===== config.mk =====
export PLATFORM = sky130hd
export DESIGN_NAME = alu_issue_arbiter
export DESIGN_NICKNAME = d
export VERILOG_FILES = /design/src/rtl/alu_issue_arbiter_pkg.sv /design/src/rtl/alu_issue_arbiter_rr_pick.sv /design/src/rtl/alu_issue_arbiter.sv
export SDC_FILE = /design/constraint.sdc
export NUM_CORES = 1
export LEC_CHECK = 0
export ABC_AREA = 1
export CORE_AREA = 2 2 369 371
export CTS_CLUSTER_SIZE = 25
export DETAILED_ROUTE_END_ITERATION = 10
export DIE_AREA = 0 0 371 373
export PLACE_DENSITY = 0.35
export SYNTH_ARGS = -nofsm -noshare
export SYNTH_HDL_FRONTEND = slang
export SYNTH_SLANG_ARGS = --single-unit

===== constraint.sdc =====
create_clock -name c -period 18.4 [get_ports c]
set_clock_uncertainty 0.05 [all_clocks]
set_input_delay 5.52 -clock c [delete_from_list [all_inputs] [get_ports c]]
set_output_delay 5.52 -clock c [all_outputs]
set_load 0.05 [all_outputs]

===== src/rtl/alu_issue_arbiter_pkg.sv =====
// alu_defs: shared ALU opcodes, widths and arbiter state encodings.
package alu_defs;
    localparam int DATA_W     = 64;
    localparam int OP_W       = 32;
    localparam int ALU_OP_ADD = 32;
    localparam int ALU_OP_NOP = 0;
    typedef enum logic [1:0] {ST_IDLE, ST_EXEC, ST_RESP} state_t;
endpackage


===== src/rtl/alu_issue_arbiter_rr_pick.sv =====
// rr_pick: rotating priority encoder, first set bit of req at or after ptr.
module rr_pick #(
    parameter int NREQ = 4,
    parameter int PW   = $clog2(NREQ)
) (
    input  logic [NREQ-1:0] req,
    input  logic [PW-1:0]   ptr,
    output logic [NREQ-1:0] grant,
    output logic            any
);
    always_comb begin
        grant = '0;
        for (int k = NREQ - 1; k >= 0; k--)
            if (req[(int'(ptr) + k) % NREQ]) grant = NREQ'(1) << ((int'(ptr) + k) % NREQ);
    end
    assign any = |req;
endmodule


===== src/rtl/alu_issue_arbiter.sv =====
// alu_issue_arbiter: round-robin sharing of one ALU, one op in flight, result to owner.
// Define ALU_ARB_LOCK_EN to let an owner keep the grant for up to 4 consecutive ops.
module alu_issue_arbiter
    import alu_defs::*;
#(
    parameter int NREQ    = 4,
    parameter int DATA_W  = alu_defs::DATA_W,
    parameter int OP_W    = alu_defs::OP_W,
    parameter int ALU_LAT = 1
) (
    input  logic                   c,
    input  logic                   rst,
    input  logic [NREQ-1:0]        req_valid,
    output logic [NREQ-1:0]        req_ready,
    input  logic [NREQ*DATA_W-1:0] req_a,
    input  logic [NREQ*DATA_W-1:0] req_b,
    input  logic [NREQ*OP_W-1:0]   req_op,
    input  logic [NREQ-1:0]        req_lock,
    output logic [DATA_W-1:0]      alu_a,
    output logic [DATA_W-1:0]      alu_b,
    output logic [OP_W-1:0]        alu_instr,
    input  logic [DATA_W-1:0]      alu_out,
    output logic [NREQ-1:0]        rsp_valid,
    output logic [DATA_W-1:0]      rsp_data,
    input  logic [NREQ-1:0]        rsp_ready
);
    localparam int PW = $clog2(NREQ);
    localparam int CW = $clog2(ALU_LAT + 1);

    state_t          state, state_nx;
    logic [NREQ-1:0] grant;
    logic            any;
    logic [PW-1:0]   rr_ptr, owner, gidx;
    logic [CW-1:0]   cnt;
    logic            done, keep;

    rr_pick #(.NREQ(NREQ), .PW(PW)) u_pick (.req(req_valid), .ptr(rr_ptr), .grant(grant), .any(any));

    always_comb begin
        gidx = '0;
        for (int i = 0; i < NREQ; i++)
            if (grant[i]) gidx = PW'(i);
    end

    assign req_ready = (state == ST_IDLE && !rst) ? grant : '0;
    assign rsp_valid = (state == ST_RESP) ? NREQ'(1) << owner : '0;
    assign done      = state == ST_RESP && rsp_ready[owner];

`ifdef ALU_ARB_LOCK_EN
    logic [1:0] lock_cnt;
    assign keep = req_lock[owner] && lock_cnt != 2'd3;
    always_ff @(posedge c or posedge rst)
        if (rst) lock_cnt <= '0;
        else if (done) lock_cnt <= keep ? lock_cnt + 2'd1 : 2'd0;
`else
    logic unused_lock;
    assign unused_lock = ^req_lock;
    assign keep = 1'b0;
`endif

    always_comb begin
        state_nx = state;
        state_nx = state == ST_IDLE ? (any ? ST_EXEC : ST_IDLE) :
                   state == ST_EXEC ? (cnt == '0 ? ST_RESP : ST_EXEC) :
                   (rsp_ready[owner] ? ST_IDLE : ST_RESP);
    end

    always_ff @(posedge c or posedge rst) begin
        if (rst) begin
            state     <= ST_IDLE;
            rr_ptr    <= '0;
            owner     <= '0;
            cnt       <= '0;
            alu_a     <= '0;
            alu_b     <= '0;
            alu_instr <= OP_W'(ALU_OP_NOP);
            rsp_data  <= '0;
        end else begin
            state <= state_nx;
            if (state == ST_IDLE && any) begin
                alu_a     <= req_a[gidx*DATA_W +: DATA_W];
                alu_b     <= req_b[gidx*DATA_W +: DATA_W];
                alu_instr <= req_op[gidx*OP_W +: OP_W];
                owner     <= gidx;
                cnt       <= CW'(ALU_LAT);
            end
            if (state == ST_EXEC) begin
                cnt <= cnt - CW'(1);
                if (cnt == '0) begin
                    rsp_data  <= alu_out;
                    alu_instr <= OP_W'(ALU_OP_NOP);
                end
            end
            if (done) rr_ptr <= keep ? owner : (owner == PW'(NREQ - 1) ? '0 : owner + PW'(1));
        end
    end
endmodule


# After elaboration in Yosys (flattened, before gate mapping)
# Cells that the tools add are included.
dict set report word_totals {
  regBits 231
  latch_bits 0
  ramBits 0
  romBits 0
  in_bits 718
  output_inout_bits 232
  elab_cells 77
  n_memories 0
}
dict set report classes {
  n_addsub 5
  n_mul 0
  div_mod_pow 0
  n_lt_le_gt_ge 5
  eq_ne 3
  shifts 8
  muxes 33
  bitwise_logic 4
  reduce_logical 11
}
# cell count
set op_table {}
lappend op_table {{$shiftx 256x9->64} 2}
lappend op_table {{$shiftx 128x8->32} 1}
lappend op_table {{$mux 32} 3}
lappend op_table {{$shl 1x32->4 const A} 3}
lappend op_table {{$mux 4} 6}
lappend op_table {{$mux 2} 7}
lappend op_table {{$lt 3x4->1 const B} 3}
lappend op_table {{$mux 1} 12}
lappend op_table {{$bmux 1 s2} 5}
lappend op_table {{$shl 1x2->4 const A} 2}
lappend op_table {{$lt 2x3->1 const B} 2}
lappend op_table {{$reduce_or 2->1} 3}
lappend op_table {{$add 2x1->2 const B} 2}
lappend op_table {{$add 2x2->2 const B} 2}
lappend op_table {{$eq 2x2->1 const B} 2}
lappend op_table {{$reduce_or 4->1} 1}
lappend op_table {{$and 1x1->1 const A} 3}
lappend op_table {{$logic_and 1x1->1} 3}
lappend op_table {{$eq 2x1->1 const B} 1}
lappend op_table {{$logic_not 2->1} 1}
lappend op_table {{$reduce_and 2->1} 1}
lappend op_table {{$reduce_bool 2->1} 1}
lappend op_table {{$logic_not 1->1} 1}
lappend op_table {{$not 1->1} 1}
lappend op_table {{$sub 1x1->1 const B} 1}

# Logic depth before layout (Yosys ltp)
dict set report depth {
  ltp_word 17
  depth_mapped 19
  mapped_depth_nobuf 17
}

# Cells and area by module
# A second synthesis with hierarchy kept.
dict set report unflattened {
  hier_cells 2882
  hier_area_um2 16663.5
}
# mod instances cells_each area_per_inst_um2 seq_area_each_um2
set modules_own_cells {}
lappend modules_own_cells {alu_issue_arbiter 1 2807 16233.1 5780.5}
lappend modules_own_cells {rr_pick 1 75 430.4 0.0}

# Worst setup path before layout
# No wires, ideal clock.
dict set report synth_path {
  path_kind {input to output}
  from {in rst}
  to {out req_ready[0]}
  arrival_ns 12.385
  required_time_ns 12.830
  setup_slack_ns 0.445
  stages 3
  n_path_buf 0
  path_cell_list {inv_1 nand2_1 a211oi_1}
}
dict set report synth_via {
  elab_chain_cells 3
}
# item line
set synth_rtl {}
lappend synth_rtl {{start: declaration} alu_issue_arbiter.sv:12} ;# input logic rst,
lappend synth_rtl {{$logic_not 1->1 (no source line)} -}
lappend synth_rtl {{$logic_and 1x1->1} alu_issue_arbiter.sv:45} ;# assign req_ready = (state == ST_IDLE && !rst) ? grant : '0;
lappend synth_rtl {{$mux 4} alu_issue_arbiter.sv:45}
lappend synth_rtl {{end: declaration} alu_issue_arbiter.sv:14} ;# output logic [NREQ-1:0] req_ready,
# No other way between the ends.

# Final worst setup path
dict set report layout_path {
  from {in req_valid[3]}
  to {out req_ready[1]}
}
dict set report layout_via {
  elab_chain_cells 8
  word_cells_on_any_way 16
  cone_classes {mux (16)}
}
# item line
set layout_rtl {}
lappend layout_rtl {{start: declaration} alu_issue_arbiter.sv:13} ;# input logic [NREQ-1:0] req_valid,
lappend layout_rtl {{$bmux 1 s2} alu_issue_arbiter_rr_pick.sv:14} ;# if (req[(int'(ptr) + k) % NREQ]) grant = NREQ'(1) << ((int'(ptr) + k) % NREQ);
lappend layout_rtl {{$mux 1 (implied by the code) (2 in series)} alu_issue_arbiter_rr_pick.sv:14}
lappend layout_rtl {{$mux 4 (3 in series)} alu_issue_arbiter_rr_pick.sv:14}
lappend layout_rtl {{$mux 4 *} alu_issue_arbiter_rr_pick.sv:14}
lappend layout_rtl {{$mux 4 *} alu_issue_arbiter.sv:45}
# Mark *: on every way between the ends. The rest lies on a longest branch, timed or not. The select of a mux whose other input is x is not followed.

==> out/results.tsv <==
metric	value	unit
cts_num_sinks	231	
drc_errors	0	
globalRoute.totalOverflow	0	
synth_top_cell_by_area	dfrtp_1	
rsz0062_at_grt	no	
cp-end-kind	output port	
period_share	74.3	%
die_h	373	µm
gp_congestion	0.840	
finalHoldViolations	0	
core	135000	µm²
hold_class	flip-flop to flip-flop	
grt_max_degree	175	
drive_above_1_share	4.56	%
grt_first_pass_wirelength	143	mm
synth_cell_types	23	
syn_nets	3326	
track_usage	14.3	%
synth_top_cell_area_share	36.0	%
ys_ff_latch	231	
crit_path_max_fanout	33	
first_global_vias	19600	
worst_pin_slew	1.03	ns
drt_first_pass_iters	5	
layout_setup_ws	4.73	ns
fin_nets	4168	
fp-row-count	135	
hold_buffers	0	
cts.repair.resized	0	
synthTopCellsByArea	dfrtp_1 (36%), nand2_1 (25%), nor2_1 (14%), nand3b_1 (6.0%), mux2_2 (4.5%)	
port_buffers	945	
cts_tree	yes	
htreeDepth	2	
antenna_left	0	
status	complete, no violations	
slew_viol_final	0	
setup_viol	0	
drtIter0Drc	985	
n_fill_cell	15400	
die_area	138000	µm²
antenna_found_initial	25	
yosysWarnings	0	
synthesis.instances	2598	
synth_area	16100	µm²
seq_area_frac_synth	36.0	%
crit_path_start_kind	input pin	
max_freq	73.2	MHz
insertion_delay	0.57	ns
via_per_inst	3.66	
die_x	371	µm
fin_tns_setup	0	ns
crit_arrival	8.10	ns
worstSetupPathType	input pin to output port	
clockBufferDepth	3	
maxCapViolCount	0	
wl_per_cell	19.6	µm
post-route-min-period	13.67	ns
clkSlewWorstSetupHoldPaths	0.05	ns
dp_hpwl	76.1	mm
cp.required	12.83	ns
num_io_pins	950	
fin_area	28600	µm²
area_growth	78.2	%
pre_cts_ws	4.73	ns
root_buffer	clkbuf_16	
vias	19200	
synth_area_per_cell	6.18	µm²
placed_cell_area	27300	µm²
postCtsSetupRepairBufs	0	
initial_core_util	11.9	%
cts_buffers	37	
drt_wl_total	103	mm
maxSlewHeadroom	31.7	%
utilization	21.2	%
==> final cells by class <==
type	count	area, µm²	share of cell area [%]
clock buffers	50	1050	3.66
repair buffers	968	9660	33.8
well taps	1781	2230	7.79
clock inverters	12	199	0.695
multi-input cells	2018	8950	31.3
flip-flops and latches	231	5780	20.2
diodes	15	37.5	0.131
inverters	184	711	2.48
==> worst paths after layout <==
path	start	endpoint	slack (ns)	cells after the start
worst max register to register	rr_ptr[0]$_DFFE_PP0P_	alu_b[45]$_DFFE_PP0P_	13.26	18
min in group asynchronous	rst	rsp_data[51]$_DFFE_PP0P_	5.24	2
worst max-delay path	req_valid[3]	req_ready[1]	4.73	11
worst min register to register	alu_a[44]$_DFFE_PP0P_	alu_a[44]$_DFFE_PP0P_	0.42	2
max in group asynchronous	rst	alu_instr[16]$_DFF_PP0_	11.22	4
worst min-delay path	alu_a[44]$_DFFE_PP0P_	alu_a[44]$_DFFE_PP0P_	0.42	2
==> synth_stat cells (all sizes together) <==
library cell	number
a211oi	1
nand2	1061
ha	10
clkinv	1
buf	84
nand3	51
a32o	1
dfrtp	231
clkbuf	81
a31oi	1
o41ai	1
nand3b	128
mux2	64
inv	183
a21oi	36
o21ai	74
nor2	590
==> stage by stage <==
stage	hold WS [ns]	instances
5_1_grt	0.441	5255
4_1_cts	0.428	5244
3_5_place_dp	0.414	5182
2_1_floorplan	0.417	2598
6_report	0.420	5259
3_3_place_gp	0.412	5182
==> layer usage <==
metal  up-vias  routed length, µm  GRT usage [%]
met1      8941              42100           16.8
li1       9580                  -              -
met2       598              51300           25.2
met4        14               1990           3.92
met5         -                103              0
met3        91               7520           4.03
==> cell families (layout without fill, tap and decap cells) <==
family	after synthesis	in the layout	share of synthesized area, %
fa+ha+maj	10	10	0.779
buf+inv	349	1214	8.71
compound gates	114	114	3.77
mux	64	64	4.49
other cells	0	15	0
flops	231	231	36.0
simple gates	1830	1830	46.2
==> sequential cells by signal, summed over array words and instances, names as in the netlist <==
register,flops
rsp_data,64
alu_a,64
rr_ptr,2
alu_b,64
cnt,1
owner,2
alu_instr,32
state,2
==> worst max-delay path, cell delays in order <==
cell and delay, ns:
clkdlybuf4s50_1 0.54, nand2_1 0.09, nand3_1 0.16, nand2_1 0.14
nand2_1 0.10, nand3_1 0.14, nand2_1 0.11, o21ai_2 0.05
buf_4 0.27, nor2_1 0.14, clkdlybuf4s50_1 0.81
==> placed cells by master (no fill, tap or decap), types with 2 or more instances in the layout <==
master / n
clkbuf_16: 38
nand2_1: 1056
ha_1: 10
o21ai_1: 8
buf_12: 2
clkbuf_8: 5
dfrtp_1: 231
diode_2: 15
nand3b_1: 128
clkbuf_1: 7
o21ai_0: 65
clkdlybuf4s50_1: 945
inv_8: 2
clkinv_2: 5
a21oi_1: 33
inv_2: 3
a21oi_4: 3
nand3_1: 51
buf_4: 21
inv_1: 177
bufinv_16: 5
mux2_2: 64
nand2_8: 3
nor2_1: 590
Power is left out: the tool's default activity adds up to more than one toggle a clock period on the data nets, which glitch-free logic cannot reach.
